**src/rtl/paint_pkg.sv**
```systemverilog
// Shared shape codes, canvas defaults and colour constants for the painter
// and the mode selector, plus the segment table used to decompose shapes.
package paint_pkg;

  localparam int CANVAS_W_DEF = 720;
  localparam int CANVAS_H_DEF = 600;

  localparam logic [2:0] SHAPE_DIRECT = 3'd1;
  localparam logic [2:0] SHAPE_LINE   = 3'd2;
  localparam logic [2:0] SHAPE_RECT   = 3'd3;
  localparam logic [2:0] SHAPE_TRI    = 3'd4;

  localparam logic [15:0] COLOR_TRANSPARENT = 16'h0000;
  localparam logic [15:0] COLOR_BLACK       = 16'h8000;

  typedef struct packed {
    logic [12:0] xa;
    logic [12:0] ya;
    logic [12:0] xb;
    logic [12:0] yb;
  } seg_t;

  function automatic logic [2:0] num_segs(input logic [2:0] shape);
    case (shape)
      SHAPE_RECT: num_segs = 3'd4;
      SHAPE_TRI:  num_segs = 3'd3;
      default:    num_segs = 3'd1;
    endcase
  endfunction

  // Endpoints of segment 'seg' of a shape spanned by anchor (x0,y0) and corner (x1,y1).
  function automatic seg_t seg_ends(input logic [2:0] shape, input logic [1:0] seg,
                                    input logic [12:0] x0, input logic [12:0] y0,
                                    input logic [12:0] x1, input logic [12:0] y1);
    logic [12:0] xm;
    seg_t s;
    xm = 13'(({1'b0, x0} + {1'b0, x1}) >> 1);
    s.xa = x0; s.ya = y0; s.xb = x1; s.yb = y1;
    if (shape == SHAPE_RECT) begin
      case (seg)
        2'd0:    begin s.xa = x0; s.ya = y0; s.xb = x1; s.yb = y0; end
        2'd1:    begin s.xa = x1; s.ya = y0; s.xb = x1; s.yb = y1; end
        2'd2:    begin s.xa = x1; s.ya = y1; s.xb = x0; s.yb = y1; end
        default: begin s.xa = x0; s.ya = y1; s.xb = x0; s.yb = y0; end
      endcase
    end else if (shape == SHAPE_TRI) begin
      case (seg)
        2'd0:    begin s.xa = x0; s.ya = y1; s.xb = x1; s.yb = y1; end
        2'd1:    begin s.xa = x1; s.ya = y1; s.xb = xm; s.yb = y0; end
        default: begin s.xa = xm; s.ya = y0; s.xb = x0; s.yb = y1; end
      endcase
    end
    seg_ends = s;
  endfunction

endpackage

```
**src/rtl/line_stepper.sv**
```systemverilog
// Bresenham line walker: 'start' loads a segment, each 'advance' moves to the
// next pixel; 'done' marks the current pixel as the segment endpoint.
module line_stepper (
  input  logic        clk,
  input  logic        rst,
  input  logic        start,
  input  logic [12:0] x0,
  input  logic [12:0] y0,
  input  logic [12:0] x1,
  input  logic [12:0] y1,
  input  logic        advance,
  output logic [12:0] px,
  output logic [12:0] py,
  output logic        valid,
  output logic        done
);

  logic               active_q, active_d;
  logic [12:0]        x_q, x_d, y_q, y_d, xe_q, xe_d, ye_q, ye_d;
  logic               sx_q, sx_d, sy_q, sy_d;
  logic signed [13:0] dx_q, dx_d, dy_q, dy_d, err_q, err_d;
  logic signed [13:0] ddx, ddy, adx, ady;
  logic signed [14:0] e2, dx_e, dy_e;
  logic               at_end, step_x, step_y;

  assign ddx    = $signed({1'b0, x1}) - $signed({1'b0, x0});
  assign ddy    = $signed({1'b0, y1}) - $signed({1'b0, y0});
  assign adx    = ddx[13] ? -ddx : ddx;
  assign ady    = ddy[13] ? -ddy : ddy;
  assign at_end = (x_q == xe_q) && (y_q == ye_q);
  assign e2     = $signed({err_q, 1'b0});
  assign dx_e   = $signed({dx_q[13], dx_q});
  assign dy_e   = $signed({dy_q[13], dy_q});
  assign step_x = (e2 >= dy_e);
  assign step_y = (e2 <= dx_e);

  always_comb begin
    active_d = active_q;
    x_d = x_q; y_d = y_q; xe_d = xe_q; ye_d = ye_q;
    sx_d = sx_q; sy_d = sy_q; dx_d = dx_q; dy_d = dy_q; err_d = err_q;
    if (start) begin
      // dy is kept negative so one error term serves both axes
      active_d = 1'b1;
      x_d = x0; y_d = y0; xe_d = x1; ye_d = y1;
      sx_d = ddx[13]; sy_d = ddy[13];
      dx_d = adx; dy_d = -ady; err_d = adx - ady;
    end else if (active_q && advance) begin
      if (at_end) begin
        active_d = 1'b0;
      end else begin
        err_d = err_q + (step_x ? dy_q : 14'sd0) + (step_y ? dx_q : 14'sd0);
        if (step_x) x_d = sx_q ? x_q - 13'd1 : x_q + 13'd1;
        if (step_y) y_d = sy_q ? y_q - 13'd1 : y_q + 13'd1;
      end
    end
  end

  always_ff @(posedge clk or negedge rst) begin
    if (!rst) begin
      active_q <= 1'b0;
      x_q <= '0; y_q <= '0; xe_q <= '0; ye_q <= '0;
      sx_q <= 1'b0; sy_q <= 1'b0;
      dx_q <= '0; dy_q <= '0; err_q <= '0;
    end else begin
      active_q <= active_d;
      x_q <= x_d; y_q <= y_d; xe_q <= xe_d; ye_q <= ye_d;
      sx_q <= sx_d; sy_q <= sy_d;
      dx_q <= dx_d; dy_q <= dy_d; err_q <= err_d;
    end
  end

  assign px    = x_q;
  assign py    = y_q;
  assign valid = active_q;
  assign done  = active_q && at_end;

endmodule

```
**src/rtl/shape_painter.sv**
```systemverilog
// Turns cursor points into pixel writes for direct dots, lines, rectangles and
// triangles, and sweeps the canvas to transparent on a rising i_clear.
module shape_painter
  import paint_pkg::*;
#(
  parameter int CANVAS_W = CANVAS_W_DEF,
  parameter int CANVAS_H = CANVAS_H_DEF
) (
  input  logic        clk,
  input  logic        rst,
  input  logic        i_pt_valid,
  input  logic [12:0] i_pt_x,
  input  logic [12:0] i_pt_y,
  input  logic [2:0]  i_draw_shape,
  input  logic [15:0] i_color,
  input  logic        i_clear,
  output logic        o_wr_req,
  output logic [12:0] o_wr_x,
  output logic [12:0] o_wr_y,
  output logic [15:0] o_wr_data,
  input  logic        i_wr_ack,
  output logic        o_busy,
  output logic        o_drop,
  output logic [1:0]  o_state
);

  localparam logic [1:0] ST_IDLE  = 2'd0;
  localparam logic [1:0] ST_ARMED = 2'd1;
  localparam logic [1:0] ST_DRAW  = 2'd2;
  localparam logic [1:0] ST_CLEAR = 2'd3;

  // Write handshake: a pixel moves on a rising edge where o_wr_req and i_wr_ack
  // are both high; while o_wr_req is high without ack the address/data hold.
  logic [1:0]  state_q, state_d;
  logic [2:0]  shape_q, shape_d;
  logic [1:0]  seg_q, seg_d;
  logic [12:0] x0_q, x0_d, y0_q, y0_d, x1_q, x1_d, y1_q, y1_d;
  logic [15:0] color_q, color_d;
  logic [12:0] clr_x_q, clr_x_d, clr_y_q, clr_y_d;
  logic        clr_prev_q, pend_clr_q, pend_clr_d, drop_q, drop_d;

  logic        pt_ok, clear_rise, xfer, busy;
  logic        st_start, st_valid, st_done;
  logic [12:0] st_x, st_y;
  logic [2:0]  seg_nxt;
  seg_t        st_seg;

  assign pt_ok      = i_pt_valid && (i_pt_x < 13'(CANVAS_W)) && (i_pt_y < 13'(CANVAS_H));
  assign clear_rise = i_clear && !clr_prev_q;
  assign busy       = (state_q == ST_DRAW) || (state_q == ST_CLEAR);
  assign xfer       = o_wr_req && i_wr_ack;
  assign seg_nxt    = {1'b0, seg_q} + 3'd1;

  always_comb begin
    state_d = state_q; shape_d = shape_q; seg_d = seg_q;
    x0_d = x0_q; y0_d = y0_q; x1_d = x1_q; y1_d = y1_q; color_d = color_q;
    clr_x_d = clr_x_q; clr_y_d = clr_y_q; pend_clr_d = pend_clr_q;
    drop_d = pt_ok && busy && !clear_rise;
    st_start = 1'b0;
    st_seg = seg_ends(SHAPE_LINE, 2'd0, x0_q, y0_q, x1_q, y1_q);
    case (state_q)
      ST_IDLE: begin
        if (clear_rise) begin
          state_d = ST_CLEAR; clr_x_d = '0; clr_y_d = '0;
        end else if (pt_ok && i_draw_shape == SHAPE_DIRECT) begin
          state_d = ST_DRAW; shape_d = SHAPE_DIRECT; seg_d = '0; color_d = i_color;
          st_start = 1'b1;
          st_seg = seg_ends(SHAPE_DIRECT, 2'd0, i_pt_x, i_pt_y, i_pt_x, i_pt_y);
        end else if (pt_ok && (i_draw_shape == SHAPE_LINE || i_draw_shape == SHAPE_RECT ||
                               i_draw_shape == SHAPE_TRI)) begin
          state_d = ST_ARMED; shape_d = i_draw_shape;
          x0_d = i_pt_x; y0_d = i_pt_y; color_d = i_color;
        end
      end
      ST_ARMED: begin
        if (clear_rise) begin
          state_d = ST_CLEAR; clr_x_d = '0; clr_y_d = '0;
        end else if (i_draw_shape != shape_q) begin
          state_d = ST_IDLE;
        end else if (pt_ok) begin
          state_d = ST_DRAW; seg_d = '0; x1_d = i_pt_x; y1_d = i_pt_y;
          st_start = 1'b1;
          st_seg = seg_ends(shape_q, 2'd0, x0_q, y0_q, i_pt_x, i_pt_y);
        end
      end
      ST_DRAW: begin
        if (clear_rise) pend_clr_d = 1'b1;
        if (xfer) begin
          if (pend_clr_q || clear_rise) begin
            state_d = ST_CLEAR; pend_clr_d = 1'b0; clr_x_d = '0; clr_y_d = '0;
          end else if (st_done) begin
            if (seg_nxt == num_segs(shape_q)) begin
              state_d = ST_IDLE;
            end else begin
              // next segment starts on the same edge, so no idle cycle between lines
              seg_d = seg_nxt[1:0];
              st_start = 1'b1;
              st_seg = seg_ends(shape_q, seg_nxt[1:0], x0_q, y0_q, x1_q, y1_q);
            end
          end
        end
      end
      default: begin
        if (xfer) begin
          if (clr_x_q == 13'(CANVAS_W - 1)) begin
            clr_x_d = '0;
            if (clr_y_q == 13'(CANVAS_H - 1)) state_d = ST_IDLE;
            else clr_y_d = clr_y_q + 13'd1;
          end else begin
            clr_x_d = clr_x_q + 13'd1;
          end
        end
      end
    endcase
  end

  always_ff @(posedge clk or negedge rst) begin
    if (!rst) begin
      state_q <= ST_IDLE; shape_q <= '0; seg_q <= '0;
      x0_q <= '0; y0_q <= '0; x1_q <= '0; y1_q <= '0; color_q <= '0;
      clr_x_q <= '0; clr_y_q <= '0;
      clr_prev_q <= 1'b0; pend_clr_q <= 1'b0; drop_q <= 1'b0;
    end else begin
      state_q <= state_d; shape_q <= shape_d; seg_q <= seg_d;
      x0_q <= x0_d; y0_q <= y0_d; x1_q <= x1_d; y1_q <= y1_d; color_q <= color_d;
      clr_x_q <= clr_x_d; clr_y_q <= clr_y_d;
      clr_prev_q <= i_clear; pend_clr_q <= pend_clr_d; drop_q <= drop_d;
    end
  end

  line_stepper u_stepper (
    .clk     (clk),
    .rst     (rst),
    .start   (st_start),
    .x0      (st_seg.xa),
    .y0      (st_seg.ya),
    .x1      (st_seg.xb),
    .y1      (st_seg.yb),
    .advance (xfer && (state_q == ST_DRAW)),
    .px      (st_x),
    .py      (st_y),
    .valid   (st_valid),
    .done    (st_done)
  );

  assign o_wr_req  = ((state_q == ST_DRAW) && st_valid) || (state_q == ST_CLEAR);
  assign o_wr_x    = (state_q == ST_CLEAR) ? clr_x_q : (state_q == ST_DRAW) ? st_x : 13'd0;
  assign o_wr_y    = (state_q == ST_CLEAR) ? clr_y_q : (state_q == ST_DRAW) ? st_y : 13'd0;
  assign o_wr_data = (state_q == ST_DRAW) ? color_q : COLOR_TRANSPARENT;
  assign o_busy    = busy;
  assign o_drop    = drop_q;
  assign o_state   = state_q;

endmodule

```
**config.mk**
```make
export PLATFORM = sky130hd
export DESIGN_NAME = shape_painter
export DESIGN_NICKNAME = d
export VERILOG_FILES = /design/src/rtl/paint_pkg.sv /design/src/rtl/line_stepper.sv /design/src/rtl/shape_painter.sv
export SDC_FILE = /design/constraint.sdc
export NUM_CORES = 1
export LEC_CHECK = 0
export CORE_MARGIN = 5
export CORE_UTILIZATION = 45
export DETAILED_ROUTE_END_ITERATION = 8
export PLACE_DENSITY = 0.61
export SYNTH_ARGS = -nofsm -noshare
export SYNTH_HDL_FRONTEND = slang
export SYNTH_SLANG_ARGS = --single-unit
```
**constraint.sdc**
```tcl
create_clock -name clk -period 7.6 [get_ports clk]
set_input_delay 1.52 -clock clk [delete_from_list [all_inputs] [get_ports clk]]
set_output_delay 1.52 -clock clk [all_outputs]
set_load 0.02 [all_outputs]
```
# After elaboration in Yosys (flattened, before gate mapping)
# Cells that the tools add are included.
# totals
in_bits,50
word_cells,222
output_inout_bits,47
ff_bits,201
# op_classes
n_reduce_logical,45
n_eq_ne,34
magnitude_cmp,4
add_sub_neg,16
bitwise,3
n_mux,97
# op_table
op,n
$mux 52,8
$pmux 52 s3,2
$mux 13,22
$mux 39,5
$pmux 52 s2,1
$mux 14,7
$add 13x1->13 const B,4
$pmux 13 s2,2
$mux 16,3
$mux 2,22
$neg 14->14,3
$add 14x14->14,2
$sub 13x13->14,2
$eq 13x10->1 const B,2
$eq 13x13->1,2
$lt 13x10->1 const B,2
$sub 13x1->13 const B,2
$ne 2x2->1 const B,11
$mux 3,6
$ge 15x14->1,1
$le 15x14->1,1
$mux 1,15
$add 13x13->14,1
$sub 14x14->14,1
30 further kinds,72

# Longest topological paths before layout
# logic_depth
word_depth,18
ltp_mapped,34
depth_no_buf,33

# Cells and area by module
# A second synthesis with hierarchy kept.
# hier_totals
hier_cells,2037
hier_area_um2,17690.7
# modules_own_cells
mod,cells_per_inst,area_per_inst_um2,seq_area_each_um2,n_inst
line_stepper,1106,9454.1,2427.3,1
shape_painter,931,8236.6,2602.5,1

# Least setup slack after synthesis
# Ideal clock, no wire load.
# synth_path
path_kind,input to register
start,input i_pt_x[12]
end,register u_stepper.err_q[12]
slack_ns,-0.252
path_buffers,2
stages,33
setup_time_ns,0.125
t_required_ns,7.475
arrival_time_ns,7.727
cell_sequence,or4_1 nor4b_1 o211a_1 and2_1 and3_1 buf_2 o21bai_1 a211o_1 a21oi_1 a21oi_1 a21oi_1 o21ai_0 ha_1 o21ai_1 a21oi_2 o31ai_4 a21oi_1 a211o_1 clkbuf_1 nor2_1 xor2_1 ha_1 a21o_1 a21oi_1 o21bai_1 a21oi_1 o21bai_1 a21oi_1 o21ai_0 a21o_1 a21oi_1 xnor2_1 mux2_2
# synth_rtl
item,line_no,source
from (decl),shape_painter.sv:12,"input logic [12:0] i_pt_x,"
to (signal assigned),line_stepper.sv:63,dx_q <= '0; dy_q <= '0; err_q <= '0;
to (signal assigned),line_stepper.sv:68,dx_q <= dx_d; dy_q <= dy_d; err_q <= err_d;
to (decl),line_stepper.sv:21,"logic signed [13:0] dx_q, dx_d, dy_q, dy_d, err_q, err_d;"

# Worst setup path in the final report
# layout_path
start,input i_pt_y[10]
end,register u_stepper.err_q[11]
# layout_via
elab_chain_len,11
word_cells_on_any_way,28
cone_classes,add/sub (5); order compare (1); eq/ne (1); mux (17); reduce/logical (4)
# layout_rtl
item,line_no,source
from (decl),shape_painter.sv:13,"input logic [12:0] i_pt_y,"
$lt 13x10->1 / $mux 39 (equally long branches),"shape_painter.sv:48, paint_pkg.sv:46",
$logic_and 1x1->1 / $mux 39 (equally long branches),"shape_painter.sv:48, paint_pkg.sv:39",
$mux 39 / $logic_and 1x1->1 (equally long branches),"shape_painter.sv:80, shape_painter.sv:65",
$mux 39 / $mux 52 (equally long branches),"shape_painter.sv:78, shape_painter.sv:65",
$mux 39 / $mux 52 (equally long branches),"shape_painter.sv:76, shape_painter.sv:63",
$pmux 52 s3,shape_painter.sv:61,case (state_q)
$sub 13x13->14 (on tied branches),"line_stepper.sv:26, line_stepper.sv:27",
$neg 14->14 (on tied branches),"line_stepper.sv:28, line_stepper.sv:29",
$mux 14 (on tied branches),"line_stepper.sv:28, line_stepper.sv:29",
$sub 14x14->14,line_stepper.sv:46,dx_d = adx; dy_d = -ady; err_d = adx - ady;
$mux 14,line_stepper.sv:41,if (start) begin
# Several ways; a longest one is shown, not always the timed one.
# A chain may end at the register's enable or synchronous reset.

==> results.md <==
* P_leak at 10.8 nW
* Hold path depth at 1
* Crit path kind: in -> reg
* Initial Util at 45.5%
* Finish-stage setup viols at 0
* Wire length per cell at 21.3 um
* Status: complete, no violations
* Synth Area in Compound Gates at 23.3%
* Largest area contributor in the netlist: dfrtp_1
* Critical path data required time at 8.05 ns
* Mapped Cells at 2131
* Cell mode on critical path: buf_4
* Largest net degree at the start of global routing at 101
* Area growth, synth to finish at 29.3%
* Worst Hold Path EP: color_q[1]
* Met1 Use GR at 39.3%
* CTS H-Tree Depth at 1
* Mux share of post-synthesis cell area at 6.30%
* Adder-Cell Fraction of Synth Area at 11.0%
* Simple-gate share of the synthesized area at 18.3%
* Max clock buf depth at 3
* Yosys top cell area share at 28.6%
* Final setup TNS at 0 ns
* Most frequent cells in the layout: buf_4 (348), nand2_1 (212), nor2_1 (208)
* Vias at 18.0k
* Post-route setup slack at 0.230 ns
* R2R cell count at 31
* Main flop type after synthesis: dfrtp_1
* Top cells by area, synth: dfrtp_1 (29%), ha_1 (8.8%), nor2_1 (4.6%)
* Diode count at 0
* HPWL Detailed at 49400 um
* Hold Path Origin: color_q[1]
* CP endpoint kind: flop
* Vias in the first global route at 17.3k
* 1st-iter DRT viols at 1916
* Grt ovf at 0
* Crit path time final at 7.37 ns
* Power Dens Cells at 119 nW/um^2
* Dpl cell area at 21300 sq um
* Clock-pin slew on the worst setup and hold paths at 0.06 ns
* Top Ports at 97
* Synthesized cell area at 17600 sq um
* CTS Sinks at 201
* Max Cap Violations at 0
* Root Buffer: clkbuf_16
* RR Startpoint: u_stepper.px[10]
* Core Footprint at 38600 sq um
* Routed WL at 64600 um
* Num CTS Buffers at 26
* Final #Nets at 2695
* Worst skew pair latency at 0.56 ns
* Least-Margin Pin Slew at 1.05 ns
* Die Wd at 208 um
* DRC viols at 0
* Vias per cell at 5.92
* Post-synthesis xor/xnor area fraction at 7.30%
* # fillers at 3486
* Die Y-Extent at 208 um
* CP max stage cell: or4_4
* Leading cell type in the layout, fill and taps excluded: buf_4
* Maximum achievable frequency at 136 MHz
* CTS tree: built
* Period utilisation layout at 97.0%
* Detail Route Antenna Nets at 0
* Met3 Use GR at 3.84%
* Startpoint types: input port
* FF-to-FF End: u_stepper.err_q[13]
* Async SR Flop Fraction at 100%
* Final Max Tran Viols at 0
* CP delay by family, top: simple AND/OR/NAND/NOR gates
* GPL Wtd Cong at 1.01
* Largest family of logic cells by synthesized area: compound AO/OA/AOI/OAI gates
* Worst reg-to-reg setup slack at 0.41 ns
* Seq/Total Area, Yosys at 28.6%
* Final hold violation count at 0
* Initial antenna violation count at 0
* CP peak stage delay at 0.55 ns
* Gr usage total at 28.5%
* Row count at 72
* Synth Register Bits at 201
* First drt pass iteration count at 7
* Average size of a mapped cell at 8.25 sq um
* Yosys cell types at 90
* Worst Path Arrival at 7.82 ns
* Rel. slew slack at 28.9%
* Setup WS pre-CTS at -0.818 ns
* Hold crit path type: reg -> reg
* Ys Warns at 0
* Final Instance Area at 22700 sq um
* Grt met2 use at 46.2%
* Share of cells above drive strength 1 at 22.0%
* Busiest layer in global routing: met2
* Sum of buffers and inverters on the critical path at 10
* Full die area at 43100 sq um
* VDD IR max at 180 uV
* PortBufs at 96
* First-pass GRT wire length at 99600 um
* Post-synth EDFFs at 0
* Crit-path max FO at 5
* Total power at 2.71 mW
* Final setup skew at 0.0213 ns
* Synthesized net count at 2324
worst max-delay path by stage:
| stage | startpoint | endpoint | slack (ns) | cells past startpoint |
|---|---|---|---|---|
| 6_report | i_pt_y[10] | u_stepper.err_q[11] | 0.23 | 31 |
| 4_1_cts | i_pt_x[12] | u_stepper.err_q[13] | -0.01 | 33 |
| 3_3_place_gp | i_pt_x[12] | u_stepper.err_q[13] | -0.69 | 30 |
| 5_1_grt | i_pt_y[10] | u_stepper.err_q[13] | -0.05 | 33 |
| 3_5_place_dp | i_pt_x[12] | u_stepper.err_q[13] | -0.82 | 32 |
| 2_1_floorplan | i_pt_x[12] | u_stepper.err_q[12] | 0.0008 | 32 |
where the power goes:
part | internal (mW) | switching (mW)
combinational | 0.191 | 0.185
clock | 0.752 | 0.494
sequential | 1.08 | 0.0106
repair_timing:
item / CTS / global route
hold buffers: 0 / 0
setup buffers: 2 / 22
gates cloned: 1 / 0
setup endpoints to repair: 3 / 5
pin swaps: 5 / 49
gates resized for setup: 15 / 75
layout make-up:
class                           instances  area [sq um]  area share, %
Multi-Input combinational cell       1694         12100           53.2
Sequential cell                       201          5030           22.1
Timing Repair Buffer                  447          3610           15.9
Clock buffer                           36           749           3.30
Tap cell                              518           648           2.85
Inverter                              132           495           2.18
Clock inverter                          9           108          0.474
metrics by stage:
stage	hold slack (ns)	std cells	utilization, %
after global routing	0.513	3037	58.8
after floorplan	0.466	2131	-
final	0.500	3037	58.8
after CTS	0.503	3015	57.5
after global placement	0.482	2967	55.1
after detailed placement	0.488	2967	55.1
worst reg2reg max path, delay by kind of cell, from the launching register on:
kind	cells	cell delay, ns
XOR/XNOR	3	0.58
buffers and inverters	3	0.43
AO/OA/AOI/OAI	12	1.84
flip-flops	1	0.50
adder cells (fa/ha/maj)	3	0.97
AND/OR/NAND/NOR	10	2.76
state kept, by name, indices dropped and copies added, names as in the netlist, 14 cells and up:
signal and count:
color_q 16, u_stepper.err_q 14, u_stepper.dy_q 14, u_stepper.dx_q 14
kinds of logic (layout without fill, tap and decap cells):
logic type | Yosys count | count (layout)
AOI/OAI and AO/OA | 616 | 616
DFF | 201 | 201
muxes | 103 | 103
adders and majority gates | 143 | 143
xor gates and xnor gates | 144 | 144
buffers and inverters | 236 | 624
and+or+nand+nor | 688 | 688
metal layers:
metal	wire [um]	share of wire (%)	vias up
li1	-	-	8413
met1	28200	44	8657
met2	29300	45	768
met3	4480	6.9	149
met4	2580	4.0	0
met5	0	0	-
synthesized netlist by cell type (17+ instances only):
master and instances:
a221oi_1 44, a21o_1 31, dfrtp_1 201, ha_1 123, mux2i_1 42, clkbuf_1 91
nor3_1 33, a21oi_1 147, nor2_1 217, o22ai_1 17, and2_1 25, and3_1 32
a22oi_1 23, nor2b_1 21, mux2_2 61, nand3_1 51, xor2_1 55, fa_1 20
o21ai_0 144, inv_1 131, o31ai_1 18, nand2_1 215, a221o_1 19, a31oi_1 17
xnor2_1 87
Power figures use the tool's default switching activity.
